$ cat src/rtl/ps2_pkg.sv
// Shared constants for the PS/2 arrow-key front end.
//   - Scan-code set 2 prefixes and the eight key codes (arrows and WASD)
//   - Key vector bit indices {R,L,D,U}
//   - Decoder state encoding
//   - map_key(): scan code + extended flag -> key bit index (or no hit)
package ps2_pkg;

  localparam logic [7:0] PREFIX_EXT = 8'hE0;
  localparam logic [7:0] PREFIX_BRK = 8'hF0;

  // Extended (E0-prefixed) arrow keys
  localparam logic [7:0] CODE_EXT_U = 8'h75;
  localparam logic [7:0] CODE_EXT_D = 8'h72;
  localparam logic [7:0] CODE_EXT_L = 8'h6B;
  localparam logic [7:0] CODE_EXT_R = 8'h74;
  // Non-extended WASD aliases
  localparam logic [7:0] CODE_W     = 8'h1D;
  localparam logic [7:0] CODE_S     = 8'h1B;
  localparam logic [7:0] CODE_A     = 8'h1C;
  localparam logic [7:0] CODE_D     = 8'h23;

  localparam int unsigned KEY_R = 3;
  localparam int unsigned KEY_L = 2;
  localparam int unsigned KEY_D = 1;
  localparam int unsigned KEY_U = 0;

  localparam logic [1:0] ST_IDLE    = 2'd0;
  localparam logic [1:0] ST_EXT     = 2'd1;
  localparam logic [1:0] ST_BRK     = 2'd2;
  localparam logic [1:0] ST_EXT_BRK = 2'd3;

  typedef struct packed {
    logic       hit;
    logic [1:0] idx;
  } key_hit_t;

  function automatic key_hit_t map_key(input logic [7:0] code, input logic ext);
    key_hit_t m;
    m.hit = 1'b1;
    m.idx = 2'd0;
    if (ext) begin
      case (code)
        CODE_EXT_U: m.idx = 2'(KEY_U);
        CODE_EXT_D: m.idx = 2'(KEY_D);
        CODE_EXT_L: m.idx = 2'(KEY_L);
        CODE_EXT_R: m.idx = 2'(KEY_R);
        default:    m.hit = 1'b0;
      endcase
    end else begin
      case (code)
        CODE_W:  m.idx = 2'(KEY_U);
        CODE_S:  m.idx = 2'(KEY_D);
        CODE_A:  m.idx = 2'(KEY_L);
        CODE_D:  m.idx = 2'(KEY_R);
        default: m.hit = 1'b0;
      endcase
    end
    return m;
  endfunction

endpackage

$ cat src/rtl/ps2_arrow_keys_if.sv
// Bundle of PS/2 line inputs and decoded outputs of ps2_arrow_keys.
//   ps2_clk, ps2_data : raw PS/2 lines (driven by the device side)
//   key               : held keys {R,L,D,U}
//   scan_code         : last correctly framed byte
//   scan_valid        : one-cycle pulse when scan_code updates
//   frame_err         : one-cycle pulse on bad frame or timeout
// master = device/consumer side, slave = the decoder block.
interface ps2_arrow_keys_if;
  logic       ps2_clk;
  logic       ps2_data;
  logic [3:0] key;
  logic [7:0] scan_code;
  logic       scan_valid;
  logic       frame_err;

  modport master (
    output ps2_clk, ps2_data,
    input  key, scan_code, scan_valid, frame_err
  );

  modport slave (
    input  ps2_clk, ps2_data,
    output key, scan_code, scan_valid, frame_err
  );
endinterface

$ cat src/rtl/ps2_rx.sv
// PS/2 device-to-host frame receiver.
//   pclk, rst          : system clock, async active-high reset
//   ps2_clk, ps2_data  : raw asynchronous PS/2 lines
//   scan_code          : last byte with good start/stop/odd parity
//   scan_valid         : one-cycle pulse when scan_code updates
//   frame_err          : one-cycle pulse on framing/parity error or timeout
module ps2_rx #(
  parameter int unsigned FILTER_LEN     = 8,
  parameter int unsigned TIMEOUT_CYCLES = 65000
) (
  input  logic       pclk,
  input  logic       rst,
  input  logic       ps2_clk,
  input  logic       ps2_data,
  output logic [7:0] scan_code,
  output logic       scan_valid,
  output logic       frame_err
);

  localparam int unsigned FCntW = (FILTER_LEN > 1) ? $clog2(FILTER_LEN) : 1;
  localparam int unsigned IdleW = (TIMEOUT_CYCLES > 1) ? $clog2(TIMEOUT_CYCLES) : 1;

  logic             clk_meta_q, clk_sync_q, data_meta_q, data_sync_q;
  logic             filt_q, filt_d;
  logic [FCntW-1:0] filt_cnt_q, filt_cnt_d;
  logic             fall_q;
  logic [3:0]       bit_cnt_q, bit_cnt_d;
  logic [9:0]       shift_q, shift_d;
  logic [IdleW-1:0] idle_q, idle_d;
  logic [7:0]       code_q, code_d;
  logic             valid_q, valid_d, err_q, err_d;

  // Filtered level flips only after FILTER_LEN consecutive samples of the new value
  always_comb begin
    filt_d     = filt_q;
    filt_cnt_d = '0;
    if (clk_sync_q != filt_q) begin
      if (filt_cnt_q == FCntW'(FILTER_LEN - 1)) begin
        filt_d = clk_sync_q;
      end else begin
        filt_cnt_d = filt_cnt_q + 1'b1;
      end
    end
  end

  // shift_q collects start, data[7:0], parity LSB-first; after 10 bits start sits in [0]
  always_comb begin
    bit_cnt_d = bit_cnt_q;
    shift_d   = shift_q;
    idle_d    = idle_q;
    code_d    = code_q;
    valid_d   = 1'b0;
    err_d     = 1'b0;
    if (fall_q) begin
      idle_d = '0;
      if (bit_cnt_q == 4'd10) begin
        bit_cnt_d = 4'd0;
        // data_sync_q is the stop bit; odd parity over data+parity
        if (!shift_q[0] && data_sync_q && (^shift_q[9:1])) begin
          code_d  = shift_q[8:1];
          valid_d = 1'b1;
        end else begin
          err_d = 1'b1;
        end
      end else begin
        shift_d   = {data_sync_q, shift_q[9:1]};
        bit_cnt_d = bit_cnt_q + 4'd1;
      end
    end else if (bit_cnt_q != 4'd0) begin
      if (idle_q == IdleW'(TIMEOUT_CYCLES - 1)) begin
        bit_cnt_d = 4'd0;
        idle_d    = '0;
        err_d     = 1'b1;
      end else begin
        idle_d = idle_q + 1'b1;
      end
    end else begin
      idle_d = '0;
    end
  end

  always_ff @(posedge pclk or posedge rst) begin
    if (rst) begin
      clk_meta_q  <= 1'b1;
      clk_sync_q  <= 1'b1;
      data_meta_q <= 1'b1;
      data_sync_q <= 1'b1;
      filt_q      <= 1'b1;
      filt_cnt_q  <= '0;
      fall_q      <= 1'b0;
      bit_cnt_q   <= 4'd0;
      shift_q     <= '0;
      idle_q      <= '0;
      code_q      <= 8'h00;
      valid_q     <= 1'b0;
      err_q       <= 1'b0;
    end else begin
      clk_meta_q  <= ps2_clk;
      clk_sync_q  <= clk_meta_q;
      data_meta_q <= ps2_data;
      data_sync_q <= data_meta_q;
      filt_q      <= filt_d;
      filt_cnt_q  <= filt_cnt_d;
      fall_q      <= filt_q & ~filt_d;
      bit_cnt_q   <= bit_cnt_d;
      shift_q     <= shift_d;
      idle_q      <= idle_d;
      code_q      <= code_d;
      valid_q     <= valid_d;
      err_q       <= err_d;
    end
  end

  assign scan_code  = code_q;
  assign scan_valid = valid_q;
  assign frame_err  = err_q;

endmodule

$ cat src/rtl/ps2_arrow_keys.sv
// PS/2 keyboard front end producing a held-key vector for car_ctl.
//   pclk, rst : system clock, async active-high reset
//   bus       : ps2_arrow_keys_if.slave -- raw PS/2 lines in; key {R,L,D,U},
//               scan_code, scan_valid, frame_err out
// Decodes scan-code set 2 make/break (E0 / F0 prefixes) for arrows and WASD.
// Receive only: the PS/2 lines are never driven.
module ps2_arrow_keys #(
  parameter int unsigned FILTER_LEN     = 8,
  parameter int unsigned TIMEOUT_CYCLES = 65000
) (
  input  logic                   pclk,
  input  logic                   rst,
  ps2_arrow_keys_if.slave        bus
);
  import ps2_pkg::*;

  logic [7:0] scan_code;
  logic       scan_valid;
  logic       frame_err;
  logic [1:0] state_q, state_d;
  logic [3:0] key_q, key_d;
  key_hit_t   hit;

  ps2_rx #(
    .FILTER_LEN    (FILTER_LEN),
    .TIMEOUT_CYCLES(TIMEOUT_CYCLES)
  ) u_rx (
    .pclk      (pclk),
    .rst       (rst),
    .ps2_clk   (bus.ps2_clk),
    .ps2_data  (bus.ps2_data),
    .scan_code (scan_code),
    .scan_valid(scan_valid),
    .frame_err (frame_err)
  );

  assign hit = map_key(scan_code, (state_q == ST_EXT) || (state_q == ST_EXT_BRK));

  always_comb begin
    state_d = state_q;
    key_d   = key_q;
    if (frame_err) begin
      // Drop any partial prefix sequence; held keys are kept
      state_d = ST_IDLE;
    end else if (scan_valid) begin
      case (state_q)
        ST_IDLE: begin
          if (scan_code == PREFIX_EXT) begin
            state_d = ST_EXT;
          end else if (scan_code == PREFIX_BRK) begin
            state_d = ST_BRK;
          end else if (hit.hit) begin
            key_d[hit.idx] = 1'b1;
          end
        end
        ST_EXT: begin
          if (scan_code == PREFIX_BRK) begin
            state_d = ST_EXT_BRK;
          end else if (scan_code != PREFIX_EXT) begin
            state_d = ST_IDLE;
            if (hit.hit) key_d[hit.idx] = 1'b1;
          end
        end
        ST_BRK, ST_EXT_BRK: begin
          state_d = ST_IDLE;
          if (hit.hit) key_d[hit.idx] = 1'b0;
        end
        default: state_d = ST_IDLE;
      endcase
    end
  end

  always_ff @(posedge pclk or posedge rst) begin
    if (rst) begin
      state_q <= ST_IDLE;
      key_q   <= 4'b0000;
    end else begin
      state_q <= state_d;
      key_q   <= key_d;
    end
  end

  assign bus.key        = key_q;
  assign bus.scan_code  = scan_code;
  assign bus.scan_valid = scan_valid;
  assign bus.frame_err  = frame_err;

endmodule

$ cat src/flat_wrapper.sv
// flat-port wrapper written by rule: the top's interface ports become plain ports
module ps2_arrow_keys_flat import ps2_pkg::*;
#(
  parameter int unsigned FILTER_LEN     = 8,
  parameter int unsigned TIMEOUT_CYCLES = 65000
)
  (pclk, rst, bus_ps2_clk, bus_ps2_data, bus_key, bus_scan_code, bus_scan_valid, bus_frame_err);
  ps2_arrow_keys_if bus_i ();
  input  logic pclk;
  input  logic rst;
  input wire logic [$bits(bus_i.ps2_clk)-1:0] bus_ps2_clk;
  input wire logic [$bits(bus_i.ps2_data)-1:0] bus_ps2_data;
  output wire logic [$bits(bus_i.key)-1:0] bus_key;
  output wire logic [$bits(bus_i.scan_code)-1:0] bus_scan_code;
  output wire logic [$bits(bus_i.scan_valid)-1:0] bus_scan_valid;
  output wire logic [$bits(bus_i.frame_err)-1:0] bus_frame_err;
  assign bus_i.ps2_clk = bus_ps2_clk;
  assign bus_i.ps2_data = bus_ps2_data;
  assign bus_key = bus_i.key;
  assign bus_scan_code = bus_i.scan_code;
  assign bus_scan_valid = bus_i.scan_valid;
  assign bus_frame_err = bus_i.frame_err;
  ps2_arrow_keys #(.FILTER_LEN(FILTER_LEN), .TIMEOUT_CYCLES(TIMEOUT_CYCLES)) u_core (.pclk(pclk), .rst(rst), .bus(bus_i));
endmodule
$ cat config.mk
export PLATFORM = sky130hd
export DESIGN_NAME = ps2_arrow_keys_flat
export DESIGN_NICKNAME = d
export VERILOG_FILES = /design/src/rtl/ps2_pkg.sv /design/src/rtl/ps2_arrow_keys_if.sv /design/src/rtl/ps2_rx.sv /design/src/rtl/ps2_arrow_keys.sv /design/src/flat_wrapper.sv
export SDC_FILE = /design/constraint.sdc
export NUM_CORES = 1
export LEC_CHECK = 0
export CAP_MARGIN = 20
export CORE_MARGIN = 3
export CORE_UTILIZATION = 40
export DETAILED_ROUTE_END_ITERATION = 8
export SETUP_SLACK_MARGIN = 0.5
export SLEW_MARGIN = 20
export SYNTH_ARGS = -nofsm -noshare
export SYNTH_HDL_FRONTEND = slang
export SYNTH_SLANG_ARGS = --single-unit
$ cat constraint.sdc
create_clock -name pclk -period 2.95 [get_ports pclk]
set_input_delay 0.4425 -clock pclk [delete_from_list [all_inputs] [get_ports pclk]]
set_output_delay 0.4425 -clock pclk [all_outputs]
set_load 0.03 [all_outputs]
==> results.md, run 1 <==
* RSZ-0062 raised after global routing: no
* Cell count after synthesis at ~240
* Critical Path Max Stage Delay at approximately 730 ps
* Post-DP HPWL at around 3300 µm
* Clock power share at 0.359
* Crit-path max FO at 12
* Die width at 87.36 µm
* Synth area leaders: dfrtp_1 47%, mux2_2 7.7%, dfstp_2 5.0%
* Initial Util at 0.4146
* Clock skew at around 16 ps
* Minimum clock period after layout at 2023 ps
* Routed WL per cell at roughly 14 µm
* Mapped cell area at about 0.0026 mm²
* Final worst slack at about 930 ps
* Crit end category: primary output
* Core area at ~0.0064 mm²
* Crit-path cells: clkdlybuf4s50_1
* Die Y at approximately 87 µm
* YS warnings at 0
* Largest net degree at the start of global routing at 24
* Top sig layer: met4
* Antenna Violating Nets Remaining at 0
* Post-CTS resize count at 0
* Area leader, netlist: dfrtp_1
* Ratio of cells with drive above 1 in the final layout at 0.1401
* Maximum VDD drop at roughly 0.30 mV
* Num CTS Buffers at 5
* Design area at around 0.0030 mm²
* Worst Setup Start Kind: register
* Io pins at 18
* Status: finished clean
* Met2 routed WL at ~2200 µm
* DR pass1 iterations at 4
* Final Wtd Congestion at 0.8410
* Vias at ~1800
* Flop pwr share at 0.592
* Detailed-route DRC error count at 0
* Normalized max-slew margin at 0.6544
* Synth unique cells at 43
* Share of Yosys cell area claimed by the top area cell type at 0.4726
* Worst path bufs/invs at 1
* Routed vias/inst at between 5 and 6
* Routed met3 length at roughly 180 µm
* Final period util at 0.6858
* Diode count at 0
* Leak pwr at 1.362 nW
* Number of buffer cells added on primary ports at 17
* Setup Buffers After CTS at 0
* Crit path required time at around 2500 ps
* CTS tree: built
* Slowest CP cell: clkdlybuf4s50_1
* Clock-pin slew on the worst setup and hold paths at ~100 ps
* Switching share of power at 0.2114
* Dpl ws at about 980 ps
* FFs w/ async S/R, synth at 1.000
* Sequential fraction of the synthesis area at 0.5222
* Final Non-Filler Cells at between 300 and 400
* Root Buffer: clkbuf_8
* Syn_nets at between 200 and 250
* Post-Place Cells at around 330
* H-tree Lvls at 2
* Post-layout nets at ~270
* Worst hold slack at approximately 360 ps
* Transition time of the tightest slew-check pin at 518.4 ps
* 1st-iter DRT viols at 73
* Routed WL at approximately 4600 µm
* Switching pwr at approximately 0.29 mW
* Count leader, synth: dfrtp_1
* Logic pwr share at 0.049
* Arr. time, crit path at approximately 1600 ps
* Worst hold path type: register to register
* First-pass GRT wire length at 7831 µm
* Final setup fails at 0
* Hold buffer count at cts at 0
* Number of synthesized flops with an enable pin at 0
* Initial antenna violation count at 0
* Sink Count at 55
* Setup TNS at 0 ps
* Die footprint at roughly 0.0076 mm²
* Final Slew Violations at 0
* Global-route usage over all layers at 0.1293
* GR Overflow Total at 0
* M1 wire length at between 2000 and 2500 µm
* Int Power at roughly 1.1 mW
* #FFs+latches synth at 55
* Row cnt at 29
* Vias in the first global route at roughly 1700
* PwrDens at about 450 mW/mm²
* CP Class: register to primary output
* CP delay by family, top: buffers and inverters
* Max Cap Viol at 0
* Synth cell count leaders: 50 x dfrtp_1, 19 x nor2_1, 18 x mux2_2
* Syn avg cell area at 11.22 µm²
* Final Hold Viols at 0
* Top_reg_cell synth: dfrtp_1
* Placed inst area at around 0.0029 mm²
* Max Root-Sink Buffers at 2
* Achievable Freq at approximately 500 MHz
* Layout area overhead at 13.94%
* Worst-Skew Late Latency at ~310 ps
==> worst register-to-register path, cell delays in order (launching register included) <==
cell,delay (ps)
dfrtp_1,460
or4b_2,700
o21ai_0,320
nor2_1,100
o2111ai_1,140
mux2i_1,210
==> flip-flops by register name, summed over array words and instances (netlist names), named ones only <==
signal / count
u_core.u_rx.bit_cnt_q: 4
u_core.u_rx.scan_valid: 1
u_core.u_rx.idle_q: 16
u_core.u_rx.clk_meta_q: 1
u_core.u_rx.clk_sync_q: 1
u_core.u_rx.data_sync_q: 1
u_core.u_rx.filt_cnt_q: 3
u_core.u_rx.data_meta_q: 1
u_core.state_q: 2
u_core.u_rx.fall_q: 1
u_core.u_rx.frame_err: 1
u_core.u_rx.scan_code: 8
u_core.u_rx.shift_q: 10
u_core.u_rx.filt_q: 1
==> final timing paths <==
check,from,to,slack (ps),cells past startpoint
hold reg to reg,u_core.u_rx.data_meta_q,u_core.u_rx.data_sync_q,360,0
setup / recovery,u_core.u_rx.scan_code[4],bus_scan_code[4],930,1
max in group asynchronous,rst,u_core.u_rx.data_meta_q,1780,3
hold / removal,u_core.u_rx.data_meta_q,u_core.u_rx.data_sync_q,360,0
min in group asynchronous,rst,u_core.u_rx.scan_code[5],470,2
setup reg to reg,u_core.u_rx.scan_code[1],register,960,5
==> final cells by class <==
| class | count | area (µm²) |
|---|---|---|
| Clock buffer | 5 | 68.82 |
| Clock inverter | 2 | 37.54 |
| Fill cell | 604 | 3369 |
| Timing Repair Buffer | 19 | 185.2 |
| Multi-Input combinational cell | 164 | 1201 |
| Inverter | 12 | 45.04 |
| Sequential cell | 55 | 1383 |
| Tap cell | 77 | 96.34 |
==> metrics by stage <==
step	utilization	power, mW
floorplan	-	0.8598
global placement	0.4557	0.8784
detailed placement	0.4557	0.8833
CTS	0.4724	1.376
global route	0.4724	1.415
finish	0.4724	1.349
==> metal layers <==
layer,vias to the layer above,track usage
met5,-,0
met4,0,0.03347
met1,878,0.1762
li1,870,-
met3,2,0.03500
met2,24,0.2041
==> cells by family (layout without fill, tap and decap cells) <==
logic type,Yosys count,after routing,synth area share
compound gates,28,28,0.06570
xor+xnor,21,21,0.07751
fa+ha+maj,6,6,0.02835
buf+inv,17,38,0.02410
flops,55,55,0.5222
mux,22,22,0.09168
simple gates,87,87,0.1905
==> power groups by stage <==
stage	Clock [mW]	Sequential (mW)	Combinational, mW
global placement	0	0.812	0.0660
finish	0.485	0.798	0.0662
CTS	0.508	0.799	0.0696
global route	0.532	0.802	0.0801
detailed placement	0	0.813	0.0701
floorplan	0	0.810	0.0496
==> layout by cell type (no fill, tap or decap), types with 4 or more instances in the layout <==
master / instances
dfrtp_1: 50
nor2_1: 19
mux2_2: 18
clkdlybuf4s50_1: 17
nand2_1: 13
nand3_1: 12
inv_1: 11
o21ai_0: 10
xnor2_1: 10
xor2_1: 9
a21oi_1: 8
ha_1: 6
nor3_1: 5
clkbuf_8: 5
dfstp_2: 5
nand4_1: 4
and3b_1: 4
nor2b_1: 4
mux2i_1: 4
No activity file was read; power rests on OpenSTA's default activity.
==> inputs of run 2 (changes only) <==
Clock period 2.95 ns to 2.1 ns, I/O delays scaled along.
==> run 2 against run 1 <==
  * Wire length up 7.5%
  * Die area unchanged
  * Worst hold slack worse by 5.7 ps
  * Cell count up 3.3%
  * First-iteration DRC count up 8.2%
  * Design area up 7.2%
  * Power up 41%
  * Register-to-register slack worse by 710 ps
  * Via count up 2.2%
  * Clock-buffer cell count up 2
  * Clock skew down 4.7 ps
  * Combinational power up 51%
==> results.md, run 2 (same netlist as run 1, synthesis figures left out) <==
* Initial antenna violation count at 0 (unchanged)
* Crit path required time at 2300 ps (was 2510 ps)
* Hold Startpoint: u_core.u_rx.data_meta_q (unchanged)
* Crit end category: register (was primary output)
* PwrDens at 588.9 mW/mm² (was 447.2 mW/mm²)
* Normalized max-slew margin at 0.7055 (was 0.6544)
* Crit-path max FO at 9 (was 12)
* 1st-iter DRT viols at 79 (was 73)
* Sink Count at 55 (unchanged)
* Num CTS Buffers at 5 (unchanged)
* Register bank with the most flops: u_core.u_rx.idle_q (unchanged)
* Final Util at 0.5065 (was 0.4724)
* Worst-Skew Late Latency at 300 ps (was 310 ps)
* Minimum clock period after layout at 1847 ps
* Final Slew Violations at 0 (unchanged)
* Max Root-Sink Buffers at 2 (unchanged)
* Vias in the first global route at 1747 (was 1653)
* Maximum VDD drop at 0.4751 mV (was 0.3041 mV)
* Achievable Freq at 541.5 MHz
* Final Wtd Congestion at 0.9076 (was 0.8410)
* Status: finished clean (unchanged)
* Design area at 0.003234 mm² (was 0.003017 mm²)
* Largest net degree at the start of global routing at 26 (was 24)
* Worst hold path type: register to register (unchanged)
* GR Overflow Total at 0 (unchanged)
* DR pass1 iterations at 4 (unchanged)
* FF-to-FF setup slack at 250 ps (was 960 ps)
* Vias at 1813 (was 1774)
* Detailed-route DRC error count at 0 (unchanged)
* Post-layout nets at 277 (was 267)
* Clock-pin slew on the worst setup and hold paths at 100 ps (about the same)
* Transition time of the tightest slew-check pin at 440.8 ps (was 518.4 ps)
* Hold buffer count at cts at 0 (unchanged)
* Core area at 0.006386 mm² (unchanged)
* Worst r2r src: u_core.u_rx.shift_q[6] (was u_core.u_rx.scan_code[1])
* Global-route usage over all layers at 0.1400 (was 0.1293)
* First-pass GRT wire length at 8349 µm (was 7831 µm)
* Final setup fails at 0 (unchanged)
* Row cnt at 29 (unchanged)
* Post-DP HPWL at 3324 µm (was 3298 µm)
* Antenna Violating Nets Remaining at 0 (unchanged)
* Routed WL per cell at 14.32 µm (was 13.76 µm)
* Cell count of the worst hold path at 0 (unchanged)
* Ratio of cells with drive above 1 in the final layout at 0.2575 (was 0.1401)
* Final period util at 0.8794
* Die footprint at 0.007631 mm² (unchanged)
* CTS tree: built (unchanged)
* Diode count at 0 (unchanged)
* Most common cell after layout, fill and taps aside: dfrtp_1 (unchanged)
* Most frequent cells in the layout: 42 x dfrtp_1, 18 x mux2_2, 18 x nor2_1, 13 x nand2_1 (was 50 x dfrtp_1, 19 x nor2_1, 18 x mux2_2, 17 x clkdlybuf4s50_1, 13 x nand2_1)
* Max reg flops at 16 (unchanged)
* Io pins at 18 (unchanged)
* Fillcell total at 573 (was 604)
* Layout area overhead at 22.16% (was 13.94%)
* Initial Util at 0.4146 (unchanged)
* Clock skew at 11.21 ps (was 15.90 ps)
* Final Hold Viols at 0 (unchanged)
* CP Class: register to register (was register to primary output)
* Max Cap Viol at 0 (unchanged)
* Leak pwr at 1.490 nW (was 1.362 nW)
* Die Y at 87.36 µm (unchanged)
* Number of buffer cells added on primary ports at 17 (unchanged)
* H-tree Lvls at 2 (unchanged)
* RSZ-0062 raised after global routing: yes (was no)
* Hold Path End: u_core.u_rx.data_sync_q (unchanged)
* Arr. time, crit path at 2040 ps (was 1580 ps)
* Root Buffer: clkbuf_8 (unchanged)
* Worst r2r dst: u_core.u_rx.scan_code[3]
* Setup TNS at 0 ps (unchanged)
* Routed vias/inst at 5.255 (was 5.311)
* Placed inst area at 0.002960 mm² (was 0.002910 mm²)
* Die width at 87.36 µm (unchanged)
* Worst Setup Start Kind: register (unchanged)
* Routed WL at 4941 µm (was 4595 µm)
* Worst R2R Path Depth at 5 (unchanged)
-- run 2: layout make-up --
type	instances	area [µm²]	area share
sequential	55	1393	0.4306
clock buffer	7	76.32	0.02360
multi-input combinational	164	1329	0.4108
inverter	12	48.80	0.01509
tap	77	96.34	0.02979
timing repair buffer	29	261.5	0.08085
clock inverter	1	30.03	0.009284
-- run 2: worst max-delay path by stage --
stage	start	end	slack (ps)	depth (start not counted)
after CTS	u_core.u_rx.shift_q[6]	u_core.u_rx.scan_code[3]	230	5
after floorplan	u_core.u_rx.shift_q[6]	u_core.u_rx.scan_code[0]	370	5
final	u_core.u_rx.shift_q[6]	u_core.u_rx.scan_code[3]	250	5
after global placement	u_core.u_rx.shift_q[6]	u_core.u_rx.scan_code[7]	300	5
after detailed placement	u_core.u_rx.shift_q[6]	u_core.u_rx.scan_code[3]	250	5
after global routing	u_core.u_rx.shift_q[6]	u_core.u_rx.scan_code[2]	150	5
-- run 2: per-stage QoR --
step | worst slack, ps | hold slack [ps] | power [mW] | std cells
after floorplan | 372.3 | 319.5 | 1.208 | 236
after CTS | 229.6 | 355.6 | 1.940 | 340
after detailed placement | 247.9 | 347.6 | 1.246 | 328
final | 253.2 | 352.8 | 1.905 | 345
after global routing | 151.6 | 367.6 | 2.005 | 345
after global placement | 297.8 | 346.5 | 1.238 | 328
-- run 2: where the power goes --
| group | total (mW) | switching (mW) | internal (mW) |
|---|---|---|---|
| Sequential | 1.12 | 0.0206 | 1.10 |
| Combinational | 0.100 | 0.0520 | 0.0483 |
| Clock | 0.681 | 0.324 | 0.357 |
| Total | 1.90 | 0.396 | 1.51 |
-- run 2: what timing repair did --
action | in CTS | in global routing
endpoints found under the setup margin | 55 | 40
pin swaps | 5 | 6
buffers inserted | 4 | 5
resized for setup | 25 | 15
-- run 2: critical path: stages, from the launching register on --
cell and delay, ps:
dfrtp_1 430, xnor2_1 170, xnor3_1 450, xnor2_2 210, nand3b_4 170, mux2_2 310
-- run 2: per-layer routing --
layer	track usage	wire length [µm]
met4	0.04463	59
met5	0	0
met1	0.1889	2357
met3	0.04163	186
met2	0.2164	2337
==> inputs of run 3 (changes only) <==
Settings changed: RECOVER_POWER set to 100.
==> run 3 against run 2 <==
  * Clock power hardly changed
  * Core utilization is 1.6 points lower
  * Combinational power is 8% lower
  * Power is 0.35% lower
  * Critical endpoint unchanged
==> results.md, run 3 (same netlist as run 1, synthesis figures left out) <==
* Total power at 1.898 mW (was 1.905 mW)
* Register bank with the most flops: u_core.u_rx.idle_q (unchanged)
* Int Power at 1.502 mW (was 1.508 mW)
* Register area at 0.001388 mm² (was 0.001393 mm²)
* Worst hold path type: register to register (unchanged)
* Transition time of the tightest slew-check pin at 812.0 ps (was 440.8 ps)
* DR pass1 iterations at 4 (unchanged)
* Antenna Violating Nets Remaining at 0 (unchanged)
* PwrDens at 605.6 mW/mm² (was 588.9 mW/mm²)
* Leak pwr at 1.440 nW (was 1.490 nW)
* Crit end category: register (unchanged)
* GR Layer Usage met1 at 0.1889 (unchanged)
* Core area at 0.006386 mm² (unchanged)
* Setup TNS at 0 ps (unchanged)
* Hold Startpoint: u_core.u_rx.data_meta_q (unchanged)
* Detailed-route DRC error count at 0 (unchanged)
* Vias at 1827 (was 1813)
* Final Hold Viols at 0 (unchanged)
* Worst r2r src: u_core.u_rx.shift_q[6] (unchanged)
* Initial Util at 0.4146 (unchanged)
* Final Wtd Congestion at 0.9076 (unchanged)
* Root Buffer: clkbuf_8 (unchanged)
* Row cnt at 29 (unchanged)
* Final Util at 0.4908 (was 0.5065)
* Switching pwr at 0.3963 mW (was 0.3964 mW)
* Crit-path max FO at 9 (unchanged)
* First-pass GRT wire length at 8349 µm (unchanged)
* Crit path from: u_core.u_rx.shift_q[6] (unchanged)
* H-tree Lvls at 2 (unchanged)
* Met2 Use GR at 0.2164 (unchanged)
* Fillcell total at 593 (was 573)
* Number of buffer cells added on primary ports at 17 (unchanged)
* Global route hottest layer: met2 (unchanged)
* Initial antenna violation count at 0 (unchanged)
* Area of the multi-input gates at 0.001269 mm² (was 0.001329 mm²)
* Clock power share at 0.360 (was 0.358)
* Vias in the first global route at 1747 (unchanged)
* Routed WL at 4948 µm (was 4941 µm)
* Final Slew Violations at 0 (unchanged)
* Max Cap Viol at 0 (unchanged)
* Global-route usage over all layers at 0.1400 (unchanged)
* Flop pwr share at 0.592 (was 0.590)
* Post-DP HPWL at 3324 µm (unchanged)
* CP Class: register to register (unchanged)
* Io pins at 18 (unchanged)
* Clock-pin slew on the worst setup and hold paths at 100 ps (about the same)
* Maximum VDD drop at 0.4775 mV (was 0.4751 mV)
* CTS tree: built (unchanged)
* Worst-Skew Late Latency at 300 ps (about the same)
* Sink Count at 55 (unchanged)
* Minimum clock period after layout at 1917 ps (was 1847 ps)
* Die width at 87.36 µm (unchanged)
* Achievable Freq at 521.7 MHz (was 541.5 MHz)
* GR Overflow Total at 0 (unchanged)
* Ratio of cells with drive above 1 in the final layout at 0.2090 (was 0.2575)
* Arr. time, crit path at 2110 ps (was 2040 ps)
* Final setup fails at 0 (unchanged)
* Most frequent cells in the layout: 46 x dfrtp_1, 18 x mux2_2, 18 x nor2_1, 13 x nand2_1 (was 42 x dfrtp_1, 18 x mux2_2, 18 x nor2_1, 13 x nand2_1)
* Largest net degree at the start of global routing at 26 (unchanged)
* Routed vias/inst at 5.296 (was 5.255)
* Switching share of power at 0.2088 (was 0.2081)
* GR Util met3 at 0.04163 (unchanged)
* Crit path required time at 2300 ps (about the same)
* Layout area overhead at 18.38% (was 22.16%)
* Clock skew at 10.86 ps (was 11.21 ps)
* Routed WL per cell at 14.34 µm (was 14.32 µm)
* Status: finished clean (unchanged)
* Hold buffer count at cts at 0 (unchanged)
* RSZ-0062 raised after global routing: yes (unchanged)
* Die footprint at 0.007631 mm² (unchanged)
* Normalized max-slew margin at 0.4557 (was 0.7055)
* Diode count at 0 (unchanged)
* 1st-iter DRT viols at 81 (was 79)
* Final period util at 0.9127 (was 0.8794)
* Logic pwr share at 0.048 (was 0.053)
* Post-layout nets at 277 (unchanged)
* Max Root-Sink Buffers at 2 (unchanged)
* Num CTS Buffers at 5 (unchanged)
* Most common cell after layout, fill and taps aside: dfrtp_1 (unchanged)
* Max reg flops at 16 (unchanged)
* Worst Setup Start Kind: register (unchanged)
* Die Y at 87.36 µm (unchanged)
[run 3: power groups by stage]
| stage | clock network, mW | logic [mW] | registers (mW) |
|---|---|---|---|
| 6_report | 0.683 | 0.0919 | 1.12 |
| 5_1_grt | 0.757 | 0.111 | 1.13 |
| 4_1_cts | 0.714 | 0.102 | 1.12 |
| 3_5_place_dp | 0 | 0.102 | 1.14 |
| 3_3_place_gp | 0 | 0.0966 | 1.14 |
| 2_1_floorplan | 0 | 0.0702 | 1.14 |
[run 3: per-stage QoR]
step,setup slack (ps),instance area (µm²),std cells,hold slack [ps]
floorplan,372.3,2695,236,319.5
CTS,229.6,3131,340,355.6
detailed placement,247.9,2960,328,347.6
global route,77.71,3134,345,367.6
finish,183.3,3134,345,352.0
global placement,297.8,2960,328,346.5
[run 3: cell type report]
| type | count | area share |
|---|---|---|
| tap | 77 | 0.03074 |
| sequential | 55 | 0.4427 |
| timing repair buffer | 29 | 0.07305 |
| clock buffer | 7 | 0.02435 |
| inverter | 12 | 0.01477 |
| clock inverter | 1 | 0.009581 |
| multi-input combinational | 164 | 0.4048 |
[run 3: repair_timing]
item | CTS | global route
pin swaps | 5 | 6
endpoints found under the setup margin | 55 | 40
setup buffers | 4 | 5
resized for setup | 25 | 15
[run 3: path summary, 6_finish.rpt]
kind / endpoint / slack (ps) / depth (start not counted)
max in group asynchronous: u_core.u_rx.idle_q[1] / 430 / 3
hold / removal: u_core.u_rx.data_sync_q / 350 / 0
hold reg to reg: u_core.u_rx.data_sync_q / 350 / 0
setup / recovery: u_core.u_rx.scan_code[3] / 180 / 5
min in group asynchronous: u_core.u_rx.shift_q[4] / 560 / 2
setup reg to reg: u_core.u_rx.scan_code[3] / 180 / 5
[run 3: metal layers]
| layer | up-vias | share of wire |
|---|---|---|
| li1 | 889 | - |
| met1 | 888 | 0.47 |
| met4 | 0 | 0.012 |
| met2 | 44 | 0.48 |
| met3 | 6 | 0.043 |
| met5 | - | 0 |
[run 3: worst max-delay path, cell delays in order, from the launching register on]
cell	delay [ps]
dfrtp_1	430
xnor2_1	170
xnor3_1	450
xnor2_2	160
nand3b_2	220
mux2_2	370
